<file path="src/rtl/cone_sweep_driver.sv">
// Exhaustive stimulus sweep for one combinational cone: applies every input vector to a
// golden and a fault-injected copy, then counts output mismatches and records the first one.
module cone_sweep_driver #(
  parameter int N_IN       = 9,
  parameter int SETTLE_CYC = 2
) (
  input  logic            clk,
  input  logic            rst,
  input  logic            start,
  output logic [N_IN-1:0] vec_o,
  input  logic            golden_i,
  input  logic            faulty_i,
  output logic            busy,
  output logic            done,
  output logic [N_IN:0]   mismatch_cnt,
  output logic            fail_seen,
  output logic [N_IN-1:0] first_fail_vec
);

  typedef enum logic [1:0] {IDLE, SETTLE, SAMPLE, DONE} state_e;

  localparam logic [3:0]      SETTLE_LAST = 4'(SETTLE_CYC);
  localparam logic [N_IN-1:0] VEC_MAX     = '1;
  localparam logic [N_IN-1:0] VEC_ONE     = (N_IN)'(1);
  localparam logic [N_IN:0]   CNT_ONE     = (N_IN+1)'(1);
  // With no settle time a freshly loaded vector is sampled on the very next edge.
  localparam state_e          LOAD_STATE  = (SETTLE_CYC == 0) ? SAMPLE : SETTLE;

  state_e          r_state;
  logic [N_IN-1:0] r_vec;
  logic [3:0]      r_cnt;
  logic [N_IN:0]   r_mcnt;
  logic            r_fail_seen;
  logic [N_IN-1:0] r_first_fail;

  state_e          w_state_next;
  logic [N_IN-1:0] w_vec_next;
  logic [3:0]      w_cnt_next;
  logic [N_IN:0]   w_mcnt_next;
  logic            w_fail_seen_next;
  logic [N_IN-1:0] w_first_fail_next;
  logic [3:0]      w_cnt_inc;
  logic            w_mismatch;

  assign w_cnt_inc  = r_cnt + 4'd1;
  assign w_mismatch = golden_i ^ faulty_i;

  always_comb begin
    w_state_next      = r_state;
    w_vec_next        = r_vec;
    w_cnt_next        = r_cnt;
    w_mcnt_next       = r_mcnt;
    w_fail_seen_next  = r_fail_seen;
    w_first_fail_next = r_first_fail;
    case (r_state)
      IDLE, DONE: begin
        if (start) begin
          w_state_next      = LOAD_STATE;
          w_vec_next        = '0;
          w_cnt_next        = 4'd0;
          w_mcnt_next       = '0;
          w_fail_seen_next  = 1'b0;
          w_first_fail_next = '0;
        end
      end
      SETTLE: begin
        w_cnt_next = w_cnt_inc;
        if (w_cnt_inc == SETTLE_LAST) begin
          w_state_next = SAMPLE;
        end
      end
      SAMPLE: begin
        if (w_mismatch) begin
          w_mcnt_next = r_mcnt + CNT_ONE;
          // Ascending sweep, so the first mismatch seen is also the lowest failing vector.
          if (!r_fail_seen) begin
            w_fail_seen_next  = 1'b1;
            w_first_fail_next = r_vec;
          end
        end
        if (r_vec == VEC_MAX) begin
          w_state_next = DONE;
        end else begin
          w_vec_next   = r_vec + VEC_ONE;
          w_cnt_next   = 4'd0;
          w_state_next = LOAD_STATE;
        end
      end
      default: begin
        w_state_next = IDLE;
      end
    endcase
  end

  always_ff @(posedge clk) begin
    if (rst) begin
      r_state      <= IDLE;
      r_vec        <= '0;
      r_cnt        <= 4'd0;
      r_mcnt       <= '0;
      r_fail_seen  <= 1'b0;
      r_first_fail <= '0;
    end else begin
      r_state      <= w_state_next;
      r_vec        <= w_vec_next;
      r_cnt        <= w_cnt_next;
      r_mcnt       <= w_mcnt_next;
      r_fail_seen  <= w_fail_seen_next;
      r_first_fail <= w_first_fail_next;
    end
  end

  assign vec_o          = r_vec;
  assign busy           = (r_state == SETTLE) || (r_state == SAMPLE);
  assign done           = (r_state == DONE);
  assign mismatch_cnt   = r_mcnt;
  assign fail_seen      = r_fail_seen;
  assign first_fail_vec = r_first_fail;

endmodule

</file>
<file path="config.mk">
export PLATFORM = sky130hd
export DESIGN_NAME = cone_sweep_driver
export DESIGN_NICKNAME = d
export VERILOG_FILES = /design/src/rtl/cone_sweep_driver.sv
export SDC_FILE = /design/constraint.sdc
export NUM_CORES = 1
export LEC_CHECK = 0
export ABC_AREA = 1
export CORE_UTILIZATION = 46
export CTS_CLUSTER_SIZE = 14
export DETAILED_ROUTE_END_ITERATION = 7
export GPL_TIMING_DRIVEN = 0
export HOLD_SLACK_MARGIN = 0.15
export PLACE_DENSITY = 0.76
export SLEW_MARGIN = 20
export SYNTH_ARGS = -nofsm -noshare
export SYNTH_HDL_FRONTEND = slang
export SYNTH_SLANG_ARGS = --single-unit
</file>
<file path="constraint.sdc">
create_clock -name clk -period 1.8 [get_ports clk]
set_clock_uncertainty 0.15 [all_clocks]
set_input_delay 0.45 -clock clk [delete_from_list [all_inputs] [get_ports clk]]
set_output_delay 0.45 -clock clk [all_outputs]
set_load 0.02 [all_outputs]
</file>
==> run metrics <==
Worst-Skew Late Latency=0.28 ns; Syn. warnings=0; EDFF count, synth=0; DR iter-0 viols=115; RSZ-0062 raised after global routing=yes; synth top area cells=dfxtp_1, nand2_1, a21oi_1; Slew HR=0.645; # placed instances=332; first-pass GRT wire length=7070 um; core area=3660 sq um; launch point of the worst reg-to-reg path=vec_o[1]; Final Non-Filler Cells=350; GR Overflow Total=0; CP endpoint kind=flop; fin. max-slew vios=0; Hold Path Depth=2; fmax=540 MHz; Final HPWL DP=2670 um; I/O pin total=36; Sink Count=35; Net Count, Synth=264; router iterations before antenna repair=4; critical path arrival=1.90 ns; FFs w/ async S/R, synth=0; flops & latches, synth=35; most common cell in the netlist=nand2_1; Area after DPL=2160 sq um; worst-path maximum fanout=5; GRT Total Usage=0.220; post-synth top area share=0.399; total number of vias=1779; CTS Root Cell=clkbuf_8; cells after synthesis=250; most instantiated cells after synthesis=nand2_1, dfxtp_1, inv_1, a21oi_1, nor2_1; post-route cell area=2450 sq um; largest net degree at the start of global routing=11; starting density of the core=0.480; row count=22; startpoint types=input pin; worst hold start=first_fail_vec[4]; HP Class=reg -> reg; antenna violations before repair=0; Layout Utilization=0.671; Post-Syn Area=1760 sq um; Die W=63.8 um; register area share after synthesis=0.399; Post-synth top flop=dfxtp_1; port bufs=34; CTS Buf Count=5; layout cells sized above 1=0.222; critical path type=in -> reg; Max Cap Viol=0; Post-Syn Area per Cell=7.03 sq um; final WL=4170 um; Worst Reg2Reg Path Length in Cells=10; RD Place Congestion=0.880; reg-to-reg slack, setup=-0.01 ns; vias in the first global route=1627; Die H=63.8 um; outcome=finished, violations left; worst vdd ir=533 uV; Die Area=4070 sq um; capturing point of the worst reg2reg path=vec_o[7]; Vias/cell=5.08; Area growth, synth to finish=39.7%; Fillers=304; Pleak=1.08 nW; min cycle time layout=1.85 ns; H-tree Lvls=2; post-route setup slack=-0.0509 ns; drc violations=0; ant diodes=0; Avg WL per Cell=11.9 um; cell taking the most area after synthesis=dfxtp_1; Least-Margin Pin Slew=0.532 ns; end of the critical path=vec_o[7]; failing checks=negative setup slack; nets=317; Worst-path clk slew=0.06 ns; post-synthesis cell type count=24; Longest Clk Path Bufs=2; Cell Pwr Density=938 nW/um^2; Final Hold Viols=0; Detail Route Antenna Nets=0; # setup viols final=3; CTS tree=built; crit path launch=start; Final Cycle Share=1.03; CP required=1.85 ns
-- kinds of logic after synthesis --
| group | Yosys count | share of synthesized area |
|---|---|---|
| AND/OR/NAND/NOR | 126 | 0.321 |
| buffers and inverters | 42 | 0.100 |
| AO/OA/AOI/OAI | 36 | 0.105 |
| XOR/XNOR | 2 | 0.00997 |
| adder cells (fa/ha/maj) | 9 | 0.0641 |
| flip-flops | 35 | 0.399 |
-- critical path, stage by stage --
cell	delay, ns
clkdlybuf4s50_1	0.55
inv_1	0.09
nand2_2	0.13
nand2_2	0.12
nor2_4	0.16
buf_6	0.14
nand3_1	0.09
a21oi_1	0.17
-- registers in the layout, indices dropped and copies added, names as in the netlist --
signal and count:
first_fail_vec 9, r_state 2, mismatch_cnt 10, r_cnt 4
fail_seen 1, vec_o 9
-- worst min path at each step --
stage,endpoint
after floorplan,r_cnt[3]
after global placement,first_fail_vec[2]
after detailed placement,first_fail_vec[4]
after CTS,first_fail_vec[4]
after global routing,first_fail_vec[4]
final,first_fail_vec[4]
-- timing repair --
item	CTS	global route
pin swaps	8	15
hold buffers	0	0
setup buffers	7	6
endpoints found under the setup margin	57	32
gates resized for setup	52	34
-- stage by stage --
stage | setup slack [ns] | power, mW | hold slack (ns) | setup TNS [ns]
final | -0.0509 | 2.30 | 0.312 | -0.108
after global placement | -0.455 | 1.47 | 0.307 | -7.85
after detailed placement | -0.497 | 1.48 | 0.305 | -8.54
after global routing | -0.0934 | 2.44 | 0.335 | -1.15
after CTS | -0.0141 | 2.14 | 0.313 | -0.0141
after floorplan | 0.00784 | 1.30 | 0.309 | 0
-- metal layers --
layer / vias to the layer above / wire length [um] / GRT usage
li1: 904 / - / -
met5: - / 0 / 0
met3: 10 / 218 / 0.0482
met4: 0 / 81 / 0.0682
met2: 55 / 2020 / 0.371
met1: 810 / 1850 / 0.277
-- cell type report --
cell class                      count  area, sq um  share of cell area
Sequential cell                    35          716               0.292
Timing Repair Buffer               47          408               0.166
Multi-Input combinational cell    173         1020               0.415
Buffer                              5         33.8              0.0138
Inverter                           36          145              0.0591
Tap cell                           48         60.1              0.0245
Clock buffer                        6         72.6              0.0296
-- cells in the final DEF (no fill, tap or decap), types with 6 or more instances in the layout --
cell type      instances
a21oi_1               23
nor2_1                19
buf_4                 11
nand2_1               57
dlygate4sd2_1         29
nand2_2                6
nor2_4                 6
inv_1                 28
inv_2                  6
dfxtp_1               29
nand3_1               16
ha_1                   6
-- report_power, final --
part | total, mW | internal, mW | switching [mW]
combinational | 0.951 | 0.390 | 0.561
clock | 0.501 | 0.257 | 0.244
sequential | 0.851 | 0.812 | 0.0397
total | 2.30 | 1.46 | 0.845
No activity file was read; power rests on OpenSTA's default activity.
